## src/rtl/modulus_pkg.sv

```systemverilog
// Shared FSM state type and sizing helpers for the radix-2^k modulus unit.
package modulus_pkg;

    typedef enum logic [1:0] {
        ST_IDLE   = 2'd0,
        ST_REDUCE = 2'd1,
        ST_DONE   = 2'd2
    } state_t;

    // Number of digit-retirement iterations for a 2*width dividend.
    function automatic int unsigned calc_steps(input int unsigned width,
                                               input int unsigned radix_bits);
        return (2 * width) / radix_bits;
    endfunction

    // Bits needed for a counter running 0..steps-1.
    function automatic int unsigned cnt_width(input int unsigned steps);
        return (steps > 2) ? $clog2(steps) : 1;
    endfunction

endpackage

```

## src/rtl/mod_digit_select.sv

```systemverilog
// Picks the largest digit d with d*m <= partial and returns partial - d*m.
module mod_digit_select #(
    parameter int unsigned WIDTH      = 16,
    parameter int unsigned RADIX_BITS = 2
) (
    input  logic [WIDTH+RADIX_BITS-1:0] partial,
    input  logic [WIDTH-1:0]            modulus,
    output logic [RADIX_BITS-1:0]       digit,
    output logic [WIDTH-1:0]            remainder
);

    localparam int unsigned WW         = WIDTH + RADIX_BITS;
    localparam int unsigned NUM_DIGITS = 1 << RADIX_BITS;

    logic [WW-1:0] multiple;
    logic [WW-1:0] chosen;

    // Compares are independent; the last satisfied multiple wins since they are monotonic.
    always_comb begin
        digit    = '0;
        chosen   = '0;
        multiple = '0;
        for (int unsigned k = 1; k < NUM_DIGITS; k++) begin
            multiple = WW'(k) * WW'(modulus);
            if (partial >= multiple) begin
                digit  = RADIX_BITS'(k);
                chosen = multiple;
            end
        end
        remainder = WIDTH'(partial - chosen);
    end

endmodule

```

## src/rtl/modulus_radix.sv

```systemverilog
// Iterative 2*WIDTH / WIDTH modulus, RADIX_BITS dividend bits retired per cycle.
// Define MODULUS_QUOTIENT_EN to also expose the quotient on quotient_out.
module modulus_radix
    import modulus_pkg::*;
#(
    parameter int unsigned WIDTH      = 16,
    parameter int unsigned RADIX_BITS = 2
) (
    input  logic                 clk_in,
    input  logic                 rst_n_in,
    input  logic                 valid_in,
    output logic                 ready_out,
    input  logic [2*WIDTH-1:0]   value_in,
    input  logic [WIDTH-1:0]     modulus_in,
    output logic                 valid_out,
    input  logic                 ready_in,
    output logic [WIDTH-1:0]     value_out,
    output logic                 err_out
`ifdef MODULUS_QUOTIENT_EN
    ,
    output logic [2*WIDTH-1:0]   quotient_out
`endif
);

    localparam int unsigned STEPS = calc_steps(WIDTH, RADIX_BITS);
    localparam int unsigned CW    = cnt_width(STEPS);

    state_t                  state;
    state_t                  state_next;
    logic                    accept;
    logic                    step;
    logic [2*WIDTH-1:0]      dividend;
    logic [WIDTH-1:0]        modulus;
    logic [WIDTH-1:0]        rem;
    logic [CW-1:0]           cnt;
    logic                    err;
    logic [RADIX_BITS-1:0]   digit;
    logic [WIDTH-1:0]        rem_next;
    logic [WIDTH+RADIX_BITS-1:0] partial;

    assign partial = {rem, dividend[2*WIDTH-1 -: RADIX_BITS]};

    mod_digit_select #(
        .WIDTH      (WIDTH),
        .RADIX_BITS (RADIX_BITS)
    ) u_digit_select (
        .partial   (partial),
        .modulus   (modulus),
        .digit     (digit),
        .remainder (rem_next)
    );

    always_ff @(posedge clk_in or negedge rst_n_in) begin
        if (!rst_n_in) state <= ST_IDLE;
        else           state <= state_next;
    end

    always_comb begin
        state_next = state;
        case (state)
            ST_IDLE:   if (valid_in) state_next = (modulus_in == '0) ? ST_DONE : ST_REDUCE;
            ST_REDUCE: if (cnt == CW'(STEPS - 1)) state_next = ST_DONE;
            ST_DONE:   if (ready_in) state_next = ST_IDLE;
            default:   state_next = ST_IDLE;
        endcase
    end

    always_comb begin
        ready_out = 1'b0;
        valid_out = 1'b0;
        step      = 1'b0;
        case (state)
            ST_IDLE:   ready_out = 1'b1;
            ST_REDUCE: step      = 1'b1;
            ST_DONE:   valid_out = 1'b1;
            default:   ready_out = 1'b0;
        endcase
        accept = ready_out && valid_in;
    end

    // Remainder datapath; the remainder register doubles as the result output.
    always_ff @(posedge clk_in or negedge rst_n_in) begin
        if (!rst_n_in) begin
            dividend <= '0;
            modulus  <= '0;
            rem      <= '0;
            cnt      <= '0;
            err      <= 1'b0;
        end else if (accept) begin
            dividend <= value_in;
            modulus  <= modulus_in;
            rem      <= '0;
            cnt      <= '0;
            err      <= (modulus_in == '0);
        end else if (step) begin
            dividend <= dividend << RADIX_BITS;
            rem      <= rem_next;
            cnt      <= cnt + CW'(1);
        end
    end

    assign value_out = rem;
    assign err_out   = err;

`ifdef MODULUS_QUOTIENT_EN
    logic [2*WIDTH-1:0] quot;

    // A zero modulus reports an all-ones quotient.
    always_ff @(posedge clk_in or negedge rst_n_in) begin
        if (!rst_n_in) begin
            quot <= '0;
        end else if (accept) begin
            quot <= (modulus_in == '0) ? '1 : '0;
        end else if (step) begin
            quot <= {quot[2*WIDTH-RADIX_BITS-1:0], digit};
        end
    end

    assign quotient_out = quot;
`else
    logic unused_digit;
    assign unused_digit = ^digit;
`endif

endmodule
```

## config.mk

```make
export PLATFORM = sky130hd
export DESIGN_NAME = modulus_radix
export DESIGN_NICKNAME = d
export VERILOG_FILES = /design/src/rtl/modulus_pkg.sv /design/src/rtl/mod_digit_select.sv /design/src/rtl/modulus_radix.sv
export SDC_FILE = /design/constraint.sdc
export NUM_CORES = 1
export LEC_CHECK = 0
export CORE_UTILIZATION = 45
export CTS_BUF_LIST = sky130_fd_sc_hd__clkbuf_4 sky130_fd_sc_hd__clkbuf_8
export DETAILED_ROUTE_END_ITERATION = 10
export PLACE_DENSITY = 0.7
export RECOVER_POWER = 25
export SLEW_MARGIN = 20
export SYNTH_ARGS = -nofsm -noshare
export SYNTH_HDL_FRONTEND = slang
export SYNTH_SLANG_ARGS = --single-unit
```

## constraint.sdc

```tcl
create_clock -name clk_in -period 7 [get_ports clk_in]
set_input_delay 1.05 -clock clk_in [delete_from_list [all_inputs] [get_ports clk_in]]
set_output_delay 1.05 -clock clk_in [all_outputs]
set_load 0.005 [all_outputs]
```

==> results.yml, run 1 <==
logic_synthesis:
  synthCells: 646
  ys_warn_count: 0
  synth_edf_count: 0
  syn_nets: 782
  synthDistinctLibCells: 61
  seq_area_frac_synth_pct: 31.7
  syn_area_um2: 5600
  async_flop_share_pct: 100
  syn_avg_cell_area_um2: 8.68
  ys.flop_type: "dfrtp_1"
  synth_seq_cells: 71
floorplan:
  ios: 71
  die_w_um: 114
  start_util_pct: 46.5
  die-area_um2: 12900
  die_h_um: 114
  placementRows: 40
  fp.coreArea_um2: 12100
sta:
  fmax_mhz: 153
  finalSetupTns_ns: 0
  period_share_pct: 93.3
  timing.slew.headroom_pct: -162
  tightest_slew_ns: 3.93
  fin_worst_skew_ns: 0.00776
  worst_slack_ns: 0.468
  rsz0062_at_grt: "no"
  setup_viol: 0
  slew_viol_final: 72
  hold_viol: 0
  fin_crit_ns: 6.53
setup_path:
  worstSetupStartpointType: "flip-flop"
  reg2reg_slack_ns: 0.47
  crit_family: "compound AO/OA/AOI/OAI gates"
  cpMaxStageDelayCell: "dfrtp_1"
  max_stage_delay_ns: 0.47
  cp-end-kind: "flip-flop"
  path_max_fanout: 9
  critPathKind: "reg -> reg"
  cp_data_required_time_ns: 7.23
  crit_buf_inv: 2
  critPathArrivalTime_ns: 6.77
global_route:
  grtUsageMet1_pct: 31.4
  busiest_layer: "met2"
  grt_use_met2_pct: 41.5
  grt_max_degree: 72
  overflow: 0
  antenna_found_initial: 0
  grt_pass1_wl_um: 25300
  track_usage_pct: 25.0
  grtUsageMet3_pct: 6.11
  grt_pass1_vias: 5274
detailed_routing:
  routed_via_density: 5.88
  vias: 5186
  wl_um: 15400
  drtIter0Drc: 339
  firstDrtPassIters: 5
  drt-wirelength-per-cell_um: 17.5
  final_antenna_net_count: 0
  drc_errors: 0
layout:
  final_common_cell: "nand2_1"
  diodes: 0
  area_delta_synth_final_pct: 18.5
  drive_gt1_share_pct: 5.18
  layout.nets: 847
  multi_input_area_um2: 3610
  final_cell_mix: "nand2_1 (111), ha_1 (82), dfrtp_1 (71)"
  num-fill-cells: 1111
  final_util_pct: 55.0
  seq_area_um2: 1780
clock_network:
  clock-sinks: 71
  ctsHtreeMaxLevel: 3
  root_buffer: "clkbuf_8"
  cts_buffers: 9
  clk_pin_slew_ns: 0.08
  insertion_delay_ns: 0.37
  cts_tree: "built"
  clock_path_buffers: 2
  hold_buffers: 0
worst_hold_path:
  min_path_type: "reg -> reg"
place:
  dp_hpwl_um: 11600
  dp_slack_ns: 0.413
  gp_congestion: 0.901
  portBuffers: 70
run:
  drv_cap: 1
status:
  violations: "max-capacitance violations, max-slew violations"
  status: "complete, but fails checks"
==> Yosys cell counts (all sizes together), types with 3 or more instances <==
library cell  count  area [um^2]
xnor2            13          114
nand3            22          110
buf               4         18.8
clkbuf           21         78.8
nor3              7         35.0
and3              4         25.0
a221o             3         30.0
nand4             7         43.8
nor2b             5         31.3
ha               82         1030
xor2              6         52.6
a22oi            30          225
a31oi             4         25.0
nand2b            6         37.5
o31ai             4         30.0
inv              33          124
nor2             28          108
nor4              7         43.8
or3               3         18.8
dfrtp            71         1780
a21o             24          180
o21bai            5         41.3
a2111oi           4         41.3
o211ai            7         52.6
nand2           111          417
o21a              6         45.0
a21oi            32          171
a211oi            3         27.5
a221oi           13          120
o21ai            51          255
==> per-stage QoR <==
step / instances / cell area [um^2] / hold WS (ns)
2_1_floorplan: 646 / 5600 / 0.446
3_3_place_gp: 866 / 6470 / 0.460
3_5_place_dp: 866 / 6470 / 0.464
4_1_cts: 880 / 6630 / 0.489
5_1_grt: 882 / 6640 / 0.505
6_report: 882 / 6640 / 0.481
==> sequential cells by signal (all words and copies together), names as in the netlist <==
signal and count:
state 2, err_out 1, cnt 4, dividend 32
modulus 16, value_out 16
==> tightest hold or removal path: stages (launching register included) <==
cell,delay (ns)
dfrtp_1,0.35
nand2_1,0.05
nand2_1,0.05
==> timing repair <==
| action | 4_1_cts | 5_1_grt |
|---|---|---|
| endpoints found under the setup margin | 0 | 2 |
| gates resized for setup | 0 | 1 |
| buffers inserted | 0 | 2 |
==> kinds of logic (layout without fill, tap and decap cells) <==
group	Yosys count	after routing	share of synthesized area [%]
xor+xnor	20	20	3.37
fa+ha+maj	84	84	19.0
mux	2	2	0.446
compound gates	200	200	24.5
simple gates	211	211	17.0
buf+inv	58	126	3.95
flops	71	71	31.7
==> per-layer routing <==
metal	up-vias	part of all wire (%)
met5	-	0
met3	35	6.1
met2	158	47
met1	2492	44
met4	0	2.9
li1	2501	-
==> path summary, 6_finish.rpt <==
check	endpoint	start	cells after the start
min in group asynchronous	dividend[16]	rst_n_in	2
hold reg to reg	dividend[19]	dividend[19]	2
hold / removal	dividend[19]	dividend[19]	2
setup reg to reg	value_out[15]	modulus[1]	27
max in group asynchronous	modulus[13]	rst_n_in	2
setup / recovery	value_out[15]	modulus[1]	27
==> area by class of cell <==
cell class | instances | share of cell area, %
Clock inverter | 4 | 0.377
Timing Repair Buffer | 79 | 11.4
Inverter | 33 | 1.87
Tap cell | 168 | 3.17
Clock buffer | 10 | 1.98
Multi-Input combinational cell | 517 | 54.4
Sequential cell | 71 | 26.8
Power of run 1 is left out: the tool's default activity adds up to more than one toggle a clock period on the data nets, which glitch-free logic cannot reach.
==> inputs of run 2 (changes only) <==
--- a/config.mk
+++ b/config.mk
@@ -13,4 +13,5 @@
 export SLEW_MARGIN = 20
 export SYNTH_ARGS = -nofsm -noshare
 export SYNTH_HDL_FRONTEND = slang
+export SYNTH_HIERARCHICAL = 1
 export SYNTH_SLANG_ARGS = --single-unit
==> results.yml, run 2 <==
clock_network:
  cts_tree: "built"
  post_cts_buffers: 0
  clock_path_buffers: 2
  cts_buffers: 9
  clk_pin_slew_ns: 0.08
  insertion_delay_ns: 0.36
  root_buffer: "clkbuf_8"
  cts_resized: 0
  clock-sinks: 71
  ctsHtreeMaxLevel: 3
  hold_buffers: 0
sta:
  period_share_pct: 92.3
  setup_viol: 0
  fin_worst_skew_ns: 0.0114
  worst_slack_ns: 0.542
  fmax_mhz: 155
  finalSetupTns_ns: 0
  hold_viol: 0
  timing.slew.headroom_pct: -157
  slew_viol_final: 72
  tightest_slew_ns: 3.85
  fin_crit_ns: 6.46
  rsz0062_at_grt: "no"
global_route:
  track_usage_pct: 23.9
  antenna_found_initial: 0
  grt_pass1_wl_um: 24700
  overflow: 0
  grt_pass1_vias: 5203
  grt_max_degree: 72
layout:
  num-fill-cells: 1150
  regMostFlops: "dividend"
  seq_area_um2: 1780
  fin_area_um2: 6710
  final_common_cell: "nand2_1"
  multi_input_area_um2: 3640
  drive_gt1_share_pct: 4.47
  diodes: 0
  layout.nets: 870
  area_delta_synth_final_pct: 18.7
  instances_no_fill: 907
  largest_reg_flops: 32
  final_cell_mix: "nand2_1 (164), ha_1 (81), dfrtp_1 (71)"
detailed_routing:
  routed_via_density: 5.70
  final_antenna_net_count: 0
  drc_errors: 0
  firstDrtPassIters: 5
  drtIter0Drc: 368
  drt-wirelength-per-cell_um: 16.2
  vias: 5172
  wl_um: 14700
logic_synthesis:
  syn_nets: 808
  syn_avg_cell_area_um2: 8.40
  synthCells: 673
  syn_area_um2: 5660
  ys_warn_count: 6
setup_path:
  endpoint: "value_out[15]"
  reg2reg_from: "modulus[0]"
  cp_data_required_time_ns: 7.26
  startpoint: "modulus[0]"
  path_max_fanout: 23
  reg2reg_slack_ns: 0.54
  worstSetupStartpointType: "flip-flop"
  cp-end-kind: "flip-flop"
  r2r_end: "value_out[15]"
  reg2regPathDepth: 27
  critPathKind: "reg -> reg"
  critPathArrivalTime_ns: 6.71
floorplan:
  fp.coreArea_um2: 12100
  die_w_um: 114
  die_h_um: 114
  placementRows: 40
  start_util_pct: 46.7
  ios: 71
  die-area_um2: 13000
place:
  gp_congestion: 0.868
  dp_slack_ns: 0.715
  dp_hpwl_um: 10900
  portBuffers: 70
  dpl_cell_area_um2: 6510
  placed_cells: 892
worst_hold_path:
  hold_depth: 1
  min_path_type: "reg -> reg"
status:
  status: "complete, but fails checks"
  violations: "max-capacitance violations, max-slew violations"
run:
  drv_cap: 1
[run 2: worst min path at each step]
stage / from / end / slack, ns
floorplan: cnt[3] / cnt[3] / 0.45
finish: cnt[3] / cnt[3] / 0.47
CTS: cnt[3] / cnt[3] / 0.48
global placement: dividend[2] / dividend[2] / 0.46
detailed placement: dividend[2] / dividend[2] / 0.46
global route: cnt[3] / cnt[3] / 0.50
[run 2: critical path: stages (launching register included)]
cell and delay, ns:
dfrtp_1 0.45, ha_1 0.26, fa_1 0.40, a21oi_1 0.20
o211ai_1 0.18, o41ai_2 0.39, o2111ai_1 0.19, a21o_1 0.23
xnor2_1 0.21, inv_1 0.08, ha_1 0.28, o21a_1 0.11
o21ai_0 0.09, nand2b_1 0.09, a21oi_1 0.08, nor3_2 0.43
buf_4 0.34, a211oi_1 0.07, a21o_1 0.19, ha_1 0.36
a2111oi_0 0.67, a21o_1 0.24, a31oi_1 0.13, a21o_1 0.20
a21oi_1 0.16, xnor3_1 0.22, nand2_1 0.06, nand2_1 0.05
[run 2: cell type report]
cell class	instances	share of cell area [%]
Clock inverter	4	0.802
Clock buffer	11	2.26
Inverter	31	1.73
Multi-Input combinational cell	544	54.2
Sequential cell	71	26.5
Timing Repair Buffer	78	11.4
Tap cell	168	3.13
[run 2: through the flow]
stage / hold slack [ns] / utilization, %
after detailed placement: 0.464 / 53.8
after global placement: 0.459 / 53.6
after floorplan: 0.446 / -
after global routing: 0.501 / 55.4
final: 0.473 / 55.4
after CTS: 0.478 / 55.4
[run 2: layer usage]
| layer | part of all wire, % | GRT usage, % |
|---|---|---|
| met5 | 0 | 0 |
| met4 | 1.7 | 8.40 |
| met3 | 5.4 | 3.81 |
| met2 | 46 | 39.8 |
| met1 | 46 | 31.6 |
Power of run 2 is left out for the same reason.
==> inputs of run 3 (changes only) <==
--- a/config.mk
+++ b/config.mk
@@ -8,6 +8,7 @@
 export CORE_UTILIZATION = 45
 export CTS_BUF_LIST = sky130_fd_sc_hd__clkbuf_4 sky130_fd_sc_hd__clkbuf_8
 export DETAILED_ROUTE_END_ITERATION = 10
+export MAX_ROUTING_LAYER = met4
 export PLACE_DENSITY = 0.7
 export RECOVER_POWER = 25
 export SLEW_MARGIN = 20
==> results.yml, run 3 (synthesized netlist as in run 2, its figures left out) <==
detailed_routing:
  route.met2.wl_um: 6840
  final_antenna_net_count: 0
  firstDrtPassIters: 5
  vias: 5157
  drt-met1-wl_um: 6510
  drtIter0Drc: 370
  wl_met3_um: 760
  routed_via_density: 5.68
  highest_layer: "met4"
  drc_errors: 0
  wl_um: 14300
  drt-wirelength-per-cell_um: 15.8
layout:
  final_cell_mix: "nand2_1 (164), ha_1 (81), dfrtp_1 (71)"
  final_common_cell: "nand2_1"
  seq_area_um2: 1780
  multi_input_area_um2: 3640
  drive_gt1_share_pct: 4.59
  num-fill-cells: 1142
  layout.nets: 870
  diodes: 0
  area_delta_synth_final_pct: 19.2
  largest_reg_flops: 32
  regMostFlops: "dividend"
status:
  status: "complete, but fails checks"
  violations: "max-capacitance violations, max-slew violations"
setup_path:
  cp-end-kind: "flip-flop"
  reg2regPathDepth: 27
  path_max_fanout: 23
  reg2reg_slack_ns: 0.53
  reg2reg_from: "modulus[0]"
  crit_buf_inv: 2
  r2r_end: "value_out[15]"
  critPathArrivalTime_ns: 6.72
  cpMaxStageDelayCell: "a2111oi_0"
  cp_data_required_time_ns: 7.26
  cp_common_cell: "a21o_1"
  critPathKind: "reg -> reg"
  max_stage_delay_ns: 0.71
  crit_family: "compound AO/OA/AOI/OAI gates"
  worstSetupStartpointType: "flip-flop"
floorplan:
  fp.coreArea_um2: 12100
  ios: 71
  placementRows: 40
  start_util_pct: 46.7
  die_h_um: 114
  die_w_um: 114
  die-area_um2: 13000
sta:
  hold_viol: 0
  rsz0062_at_grt: "no"
  timing.slew.headroom_pct: -153
  fin_crit_ns: 6.47
  setup_viol: 0
  tightest_slew_ns: 3.80
  slew_viol_final: 72
  finalSetupTns_ns: 0
  fin_worst_skew_ns: 0.0108
  fmax_mhz: 155
  period_share_pct: 92.4
clock_network:
  clock_path_buffers: 2
  post_cts_buffers: 0
  root_buffer: "clkbuf_8"
  insertion_delay_ns: 0.36
  cts_buffers: 9
  clock-sinks: 71
  cts_tree: "built"
  ctsHtreeMaxLevel: 3
  clk_pin_slew_ns: 0.09
  hold_buffers: 0
  cts_resized: 0
run:
  drv_cap: 1
place:
  portBuffers: 70
  gp_congestion: 0.923
  dp_hpwl_um: 10600
global_route:
  overflow: 0
  grt_max_degree: 72
  grt_pass1_vias: 5215
  grt_pass1_wl_um: 24900
  antenna_found_initial: 0
  track_usage_pct: 24.8
worst_hold_path:
  min_to: "dividend[25]"
  min_path_type: "reg -> reg"
  min_from: "dividend[25]"
  hold_depth: 2
-- run 3: cell count changes in the layout (fill, tap and decap cells not counted) --
cell,delta
bufinv_16,+1
buf_12,-1
inv_8,+1
clkbuf_8,-2
clkinv_4,+2
buf_16,+1
clkinvlp_4,-1
-- run 3: metrics by stage --
stage | instance area (um^2) | utilization, % | std cells | setup slack [ns] | hold WS [ns]
after floorplan | 5660 | - | 673 | 1.43 | 0.446
after global placement | 6490 | 53.6 | 891 | 0.919 | 0.459
after detailed placement | 6490 | 53.6 | 891 | 0.652 | 0.464
after CTS | 6720 | 55.5 | 907 | 0.589 | 0.485
after global routing | 6740 | 55.7 | 908 | 0.126 | 0.505
final | 6740 | 55.7 | 908 | 0.533 | 0.481
-- run 3: how the worst max path moves through the flow --
stage                     from             to  slack, ns  cells past startpoint
floorplan           modulus[1]  value_out[15]       1.43                     27
global placement    modulus[0]  value_out[15]       0.92                     27
detailed placement  modulus[0]  value_out[15]       0.65                     27
CTS                 modulus[0]  value_out[15]       0.59                     27
global route        modulus[0]  value_out[15]       0.13                     27
finish              modulus[0]  value_out[15]       0.53                     27
-- run 3: cell type report --
| type | count | share of cell area, % |
|---|---|---|
| repair buffers | 78 | 11.4 |
| clock buffers | 9 | 1.84 |
| well taps | 168 | 3.12 |
| flip-flops and latches | 71 | 26.3 |
| inverters | 31 | 1.73 |
| clock inverters | 7 | 1.56 |
| multi-input cells | 544 | 54.0 |
-- run 3: worst min-delay path: cells and delay by family, from the launching register on --
family | cells | cell delay (ns)
simple gates | 2 | 0.10
flops | 1 | 0.35
-- run 3: per-layer routing --
layer | global-route usage [%] | vias up
met5 | - | -
met4 | 7.71 | 0
met3 | 3.81 | 22
met2 | 40.7 | 146
met1 | 31.6 | 2452
li1 | - | 2537
Power of run 3 is left out for the same reason.
